## src/rtl/ahbl_bus_mux_defines.sv

```systemverilog
// Shared definitions for the AHB-Lite bus mux: HTRANS encoding and arbiter limits.
package ahbl_bus_mux_defines;

    typedef enum logic [1:0] {
        HTRANS_IDLE   = 2'b00,
        HTRANS_BUSY   = 2'b01,
        HTRANS_NONSEQ = 2'b10,
        HTRANS_SEQ    = 2'b11
    } htrans_e;

    localparam int ARB_MAX_MASTERS = 8;

endpackage

```

## src/rtl/ahbl_bus_arbiter_rr_pick.sv

```systemverilog
// rr_pick: combinational rotate-find-first. Looks at requesters starting one
// slot after cur_idx, wrapping modulo N, and never returns cur_idx itself.
module rr_pick
    import ahbl_bus_mux_defines::*;
#(
    parameter int N     = 2,
    parameter int IDX_W = $clog2(N)
) (
    input  logic [N-1:0]     req,
    input  logic [IDX_W-1:0] cur_idx,
    output logic             found,
    output logic [IDX_W-1:0] next_idx
);

    logic [IDX_W-1:0] cand_idx [1:N-1];
    logic [N-1:1]     hit;

    // Candidate index at each rotation offset; one extra bit absorbs the wrap
    // so non-power-of-two N folds back to 0 instead of reaching unused codes.
    genvar gi;
    generate
        for (gi = 1; gi < N; gi++) begin : g_off
            logic [IDX_W:0] sum;
            assign sum          = {1'b0, cur_idx} + (IDX_W+1)'(gi);
            assign cand_idx[gi] = (sum >= (IDX_W+1)'(N)) ? IDX_W'(sum - (IDX_W+1)'(N))
                                                         : sum[IDX_W-1:0];
            assign hit[gi]      = req[cand_idx[gi]];
        end
    endgenerate

    // Scan from the farthest offset down so the nearest hit wins.
    always_comb begin
        found    = 1'b0;
        next_idx = cur_idx;
        for (int k = N - 1; k >= 1; k--) begin
            if (hit[k]) begin
                found    = 1'b1;
                next_idx = cand_idx[k];
            end
        end
    end

endmodule

```

## src/rtl/ahbl_bus_arbiter.sv

```systemverilog
// ahbl_bus_arbiter: round-robin address-phase arbiter for the AHB-Lite bus mux.
// Grants move only on accepted transfers, are held through SEQ/BUSY beats and
// park on the last owner when nobody else asks.
// Optional feature: define ARB_LOCK_EN to hold the grant while the owner's
// HMASTLOCK_in is high.
module ahbl_bus_arbiter
    import ahbl_bus_mux_defines::*;
#(
    parameter  int NUM_MASTERS = 2,
    localparam int IDX_W       = $clog2(NUM_MASTERS)
) (
    input  logic                        HCLK,
    input  logic                        HRESETn,
    input  logic [NUM_MASTERS-1:0][1:0] HTRANS_in,
    input  logic [NUM_MASTERS-1:0]      HMASTLOCK_in,
    input  logic                        HREADY,
    output logic [NUM_MASTERS-1:0]      ARB_SEL,
    output logic [NUM_MASTERS-1:0]      ARB_SEL_PREV,
    output logic [IDX_W-1:0]            HMASTER
);

    logic [IDX_W-1:0]       hmaster_reg, hmaster_next;
    logic [NUM_MASTERS-1:0] sel_prev_reg, sel_prev_next;
    logic [NUM_MASTERS-1:0] req;
    logic [1:0]             owner_trans;
    logic                   lock_hold;
    logic                   hold;
    logic                   pick_found;
    logic [IDX_W-1:0]       pick_idx;

    // Request vector and one-hot grant decode of the owner index.
    genvar gi;
    generate
        for (gi = 0; gi < NUM_MASTERS; gi++) begin : g_master
            assign req[gi]     = (HTRANS_in[gi] != HTRANS_IDLE);
            assign ARB_SEL[gi] = (hmaster_reg == IDX_W'(gi));
        end
    endgenerate

    assign owner_trans  = HTRANS_in[hmaster_reg];
    assign HMASTER      = hmaster_reg;
    assign ARB_SEL_PREV = sel_prev_reg;

`ifdef ARB_LOCK_EN
    assign lock_hold = HMASTLOCK_in[hmaster_reg];
`else
    // Port kept for a uniform interface; the lock request has no effect here.
    logic unused_hmastlock;
    assign unused_hmastlock = ^HMASTLOCK_in;
    assign lock_hold        = 1'b0;
`endif

    rr_pick #(
        .N     (NUM_MASTERS),
        .IDX_W (IDX_W)
    ) u_rr_pick (
        .req      (req),
        .cur_idx  (hmaster_reg),
        .found    (pick_found),
        .next_idx (pick_idx)
    );

    // Next owner (hold on burst/lock, else rotate or park) and data-phase owner.
    always_comb begin
        hold          = (owner_trans == HTRANS_SEQ) || (owner_trans == HTRANS_BUSY) || lock_hold;
        hmaster_next  = hmaster_reg;
        sel_prev_next = '0;
        if (!hold && pick_found) begin
            hmaster_next = pick_idx;
        end
        if ((owner_trans == HTRANS_NONSEQ) || (owner_trans == HTRANS_SEQ)) begin
            sel_prev_next = ARB_SEL;
        end
    end

    // Grant state advances only on accepted transfers; wait states freeze it.
    always_ff @(posedge HCLK or negedge HRESETn) begin
        if (!HRESETn) begin
            hmaster_reg  <= '0;
            sel_prev_reg <= '0;
        end else if (HREADY) begin
            hmaster_reg  <= hmaster_next;
            sel_prev_reg <= sel_prev_next;
        end
    end

endmodule

```

## config.mk

```make
export PLATFORM = sky130hd
export DESIGN_NAME = ahbl_bus_arbiter
export DESIGN_NICKNAME = d
export VERILOG_FILES = /design/src/rtl/ahbl_bus_mux_defines.sv /design/src/rtl/ahbl_bus_arbiter_rr_pick.sv /design/src/rtl/ahbl_bus_arbiter.sv
export SDC_FILE = /design/constraint.sdc
export NUM_CORES = 1
export LEC_CHECK = 0
export ABC_CLOCK_PERIOD_IN_PS = 1300
export CORE_AREA = 2 2 39 41
export CTS_CLUSTER_SIZE = 28
export DETAILED_ROUTE_END_ITERATION = 16
export DIE_AREA = 0 0 41 43
export SLEW_MARGIN = 20
export SYNTH_ARGS = -nofsm -noshare
export SYNTH_HDL_FRONTEND = slang
export SYNTH_SLANG_ARGS = --single-unit
```

## constraint.sdc

```tcl
create_clock -name HCLK -period 1.3 [get_ports HCLK]
set_input_delay 0.195 -clock HCLK [delete_from_list [all_inputs] [get_ports HCLK]]
set_output_delay 0.195 -clock HCLK [all_outputs]
set_load 0.01 [all_outputs]
```

* Word-level counts from Yosys, hierarchy flattened *
Cells that the tools add are included.

cells by class
  $add $sub $neg = 2
  magnitude comparators = 3
  equality and inequality tests = 3
  mux-type cells = 7
  bitwise gates (word level) = 1
  reductions and logical operators = 7

operator list
  operator               count
  $mux W2                3
  $eq A2 B2 Y1 const B   2
  $lt A1 B2 Y1 const B   2
  $mux W1                4
  $reduce_bool A2 Y1     2
  $reduce_and A3 Y1      1
  $add A1 B1 Y2 const B  1
  $eq A2 B1 Y1 const B   1
  $ge A2 B2 Y1 const B   1
  $logic_or A1 B1 Y1     2
  $logic_and A1 B1 Y1    1
  $logic_not A1 Y1       1
  $not A1 Y1             1
  $sub A1 B1 Y1 const B  1

word-level totals
  bits in registers = 3
  input bits = 9
  output and inout port bits = 5
  word-level logic and storage cells = 25

* Longest topological paths before layout *
  depth after elaboration = 8
  depth in mapped cells = 3
  depth with buffers taken out = 3

* Modules after synthesis *
From an unflattened synthesis, not the netlist that was laid out.

unflattened totals
  cells, all modules = 19
  area, all modules = 180.2 um2

by module, submodules not included
  module            times used  cells each  area each (um2)  seq. area each (um2)
  ahbl_bus_arbiter  1           16          156.4            75.1
  rr_pick           1           3           23.8             0.0

* Worst setup path after synthesis *
Ideal clock, no wire load.

  path type = register -> register
  from = register hmaster_reg (netlist: HMASTER)
  to = register hmaster_reg (netlist: HMASTER)
  setup time = 0.104 ns
  data arrival time = 0.875 ns
  data required time = 1.196 ns
  slack = 0.321 ns
  cell stages (with the launch flop) = 3
  path buffers = 0
  period minus slack after synthesis = 0.979 ns
  path through = dfrtp_1 or3_1 o311ai_1

between the ends
  longest elaborated chain between the ends = 8
  elaborated cells on any way between the ends = 15
  classes of those cells = add/sub: 2; order compare: 1; eq/ne: 2; mux: 6; reduce/logical: 4

RTL lines
  item                                           RTL line                        text
  from (decl)                                    ahbl_bus_arbiter.sv:22          logic [IDX_W-1:0] hmaster_reg, hmaster_next;
  from (signal assigned)                         ahbl_bus_arbiter.sv:82          hmaster_reg <= hmaster_next;
  $add A1 B1 Y2                                  ahbl_bus_arbiter_rr_pick.sv:24  assign sum = {1'b0, cur_idx} + (IDX_W+1)'(gi);
  $ge A2 B2 Y1 or $sub A1 B1 Y1 (tied branches)  ahbl_bus_arbiter_rr_pick.sv:25  assign cand_idx[gi] = (sum >= (IDX_W+1)'(N)) ? IDX_W'(sum - (IDX_W+1)'(N))
  $mux W1                                        ahbl_bus_arbiter_rr_pick.sv:25
  $mux W1 (not written as such) (2 in series)    ahbl_bus_arbiter_rr_pick.sv:27  assign hit[gi] = req[cand_idx[gi]];
  $mux W1                                        ahbl_bus_arbiter_rr_pick.sv:36  if (hit[k]) begin
  $logic_and A1 B1 Y1                            ahbl_bus_arbiter.sv:68          if (!hold && pick_found) begin
  $reduce_and A3 Y1 (no line)                    n/a

Parallel ways exist; a longest one is shown, timed or not. The select of a mux whose other input is x is not followed.
A chain may end at the register's enable or synchronous reset.

* Final worst setup path *
  from = register hmaster_reg (netlist: HMASTER)
  to = output ARB_SEL[0]

between the ends
  longest elaborated chain between the ends = 1

RTL lines
  item        RTL line                text
  $not A1 Y1  ahbl_bus_arbiter.sv:36  assign ARB_SEL[gi] = (hmaster_reg == IDX_W'(gi));
  to (decl)   ahbl_bus_arbiter.sv:17  output logic [NUM_MASTERS-1:0] ARB_SEL,

Every way passes these cells.

==> impl_metrics.tcl <==
set metrics [dict create \
    outcome "finished, final reports clean" \
    die_w_microns 41 \
    initial_utilization 0.1112 \
    area_delta_synth_final_pct 87.80 \
    synth-async-reset-ratio 1.000 \
    start_kind "flop" \
    die_area_sq_mm 0.001763 \
    synth_top_cell_by_area "dfrtp_1" \
    min_path_type "input port to async pin" \
    pwr_density_cell_mw_per_mm2 1425 \
    grt_busiest_layer "met4" \
    ys_seq_area_frac 0.4878 \
    syn_area_sq_um 153.9 \
    rows 14 \
    peakVddDrop_mv 0.2703 \
    wl_per_cell_microns 8.378 \
    crit_family "flip-flops" \
    multi_input_area_sq_um 52.55 \
    setup_viol 0 \
    area.sequential_sq_um 75.07 \
    cap_viol_max_count 0 \
    final_nets 39 \
    overflow 0 \
    cts_root_buf "clkbuf_4" \
    p_leak_nw 0.1355 \
    ys.warnings.count 0 \
    filler_cell_count 167 \
    tritoncts "yes" \
    slew_viol_final 0 \
    critPathMaxStageDelay_ns 0.41 \
    io_buffer_count 11 \
    totalWireLength_microns 377 \
    slowest_stage "dfrtp_1" \
    worst_setup_path_end_kind "output pin" \
    synth_cells 16 \
    path_clk_slew_ns 0.04 \
    grt_pass1_vias 127 \
    gp_congestion 0.5188 \
    grtUsageTotal 0.04935 \
    cts_sinks 3 \
    synth.distinct_cells 10 \
    path_cells "inv_1 -> dlygate4sd2_1" \
    layout_min_cycle_time_ns 1.205 \
    finalCritPeriodShare 0.9271 \
    ios 14 \
    antenna_found_initial 0 \
    grtUsageMet2 0.05000 \
    dr.pass1.iters 2 \
    rsz0062_at_grt "no" \
    clockBufferDepth 2 \
    synth_flop_cell "dfrtp_1" \
    h-tree-depth 1 \
    die_h_microns 43 \
    crit_type "flop to output pin" \
    drtIter0Drc 1 \
    yosysTopAreaCellShare 0.4878 \
    tightestPinTransition_ns 0.2439 \
    grt_pass1_wl_microns 476 \
    worstPathArrival_ns 1.01 \
    avgSynthCellArea_sq_um 9.619 \
    cts_buffers 3 \
    coreArea_sq_mm 0.001384 \
    num_vias 152 \
    drc 0 \
    hold_buffers 0 \
    fin_ws_ns 0.09482 \
    ys_ff_latch 3 \
    grt_max_degree 7 \
    syn_nets 25 \
    post_layout_nonfiller_instances 45 \
    synth-edff-count 0 \
    antennaDiodeCount 0 \
    dp_worst_setup_slack_ns -0.04676 \
    clkLatencyLatePin_ns 0.23 \
    path_buf_inv 2 \
    crit_fanout 6 \
    use_met3 0.03141 \
    drive_gt1_frac 0.1724 \
    relSlewSlack 0.8348 \
    netlist_top_cells_count "dfrtp_1, inv_1, buf_4, o21ai_0" \
    crit_required_ns 1.11 \
    hpwl_microns 284.5 \
    vias_per_cell 3.378 \
    synthTopCellsByArea "dfrtp_1, buf_4, inv_1" \
    grt_use_met1 0.04870 \
    place_inst 41 \
    antenna_left 0 \
    skew_ns 0.003070 \
    clock.fmax_mhz 829.8 \
    finalHoldViolCount 0 \
]
## per-stage QoR
stage | power, mW | utilization | hold WS (ns) | TNS [ns] | cell area, sq um
after floorplan | 0.2013 | - | -0.1006 | 0 | 153.9
after CTS | 0.4207 | 0.2089 | 0.1459 | 0 | 289.0
final | 0.4119 | 0.2089 | 0.1441 | 0 | 289.0
after global routing | 0.4411 | 0.2089 | 0.1517 | 0 | 289.0
after global placement | 0.2786 | 0.1944 | 0.3883 | -0.04451 | 269.0
after detailed placement | 0.2791 | 0.1944 | 0.3937 | -0.05656 | 269.0
## registers in the layout, indices dropped and copies added, names as in the netlist
register / cells
ARB_SEL_PREV: 2
HMASTER: 1
## cell type report
cell class                      count  area share
Inverter                            3     0.03896
Multi-Input combinational cell      8      0.1818
Clock buffer                        4     0.09091
Sequential cell                     3      0.2597
Timing Repair Buffer               11      0.3593
Tap cell                           16     0.06926
## repair_timing
item | in CTS | in global routing
endpoints found under the setup margin | 5 | 0
setup buffers | 0 | 0
gates resized for setup | 5 | 0
## cell usage in the layout, fill, tap and decap left out, drive strengths merged
cell / netlist / routed
dfrtp: 3 / 3
a31o: 1 / 1
o311ai: 1 / 1
dlygate4sd2: 0 / 5
nand3: 1 / 1
and2b: 1 / 1
clkbuf: 0 / 4
o21ai: 3 / 3
or3: 1 / 1
clkdlybuf4s50: 0 / 6
inv: 3 / 3
## where the power goes
part,internal [mW],switching (mW),leakage [nW]
registers,0.113,0.0146,0.0376
clock network,0.115,0.0490,0.0150
logic,0.0672,0.0532,0.0829
## logic make-up after synthesis
group / share of synthesized area
AO/OA/AOI/OAI: 0.2114
buffers and inverters: 0.1707
flip-flops: 0.4878
AND/OR/NAND/NOR: 0.1301
## path summary, 6_finish.rpt
kind / startpoint / to / slack, ns / depth (start not counted)
min reg2reg: ARB_SEL_PREV[1]$_DFFE_PN0P_ / ARB_SEL_PREV[1]$_DFFE_PN0P_ / 0.53 / 2
max: HMASTER$_DFFE_PN0P_ / ARB_SEL[0] / 0.09 / 2
max reg2reg: HMASTER$_DFFE_PN0P_ / HMASTER$_DFFE_PN0P_ / 0.31 / 2
min: HRESETn / ARB_SEL_PREV[0]$_DFFE_PN0P_ / 0.14 / 1
max in group asynchronous: HRESETn / ARB_SEL_PREV[1]$_DFFE_PN0P_ / 1.01 / 1
min in group HCLK: ARB_SEL_PREV[1]$_DFFE_PN0P_ / ARB_SEL_PREV[1]$_DFFE_PN0P_ / 0.53 / 2
## layer usage
metal / up-vias / share of wire / wire length (microns)
li1: 78 / - / -
met1: 66 / 0.41 / 154
met2: 8 / 0.45 / 169
met3: 0 / 0.14 / 53
met4: 0 / 0 / 0
met5: - / 0 / 0
Power figures use the tool's default switching activity.
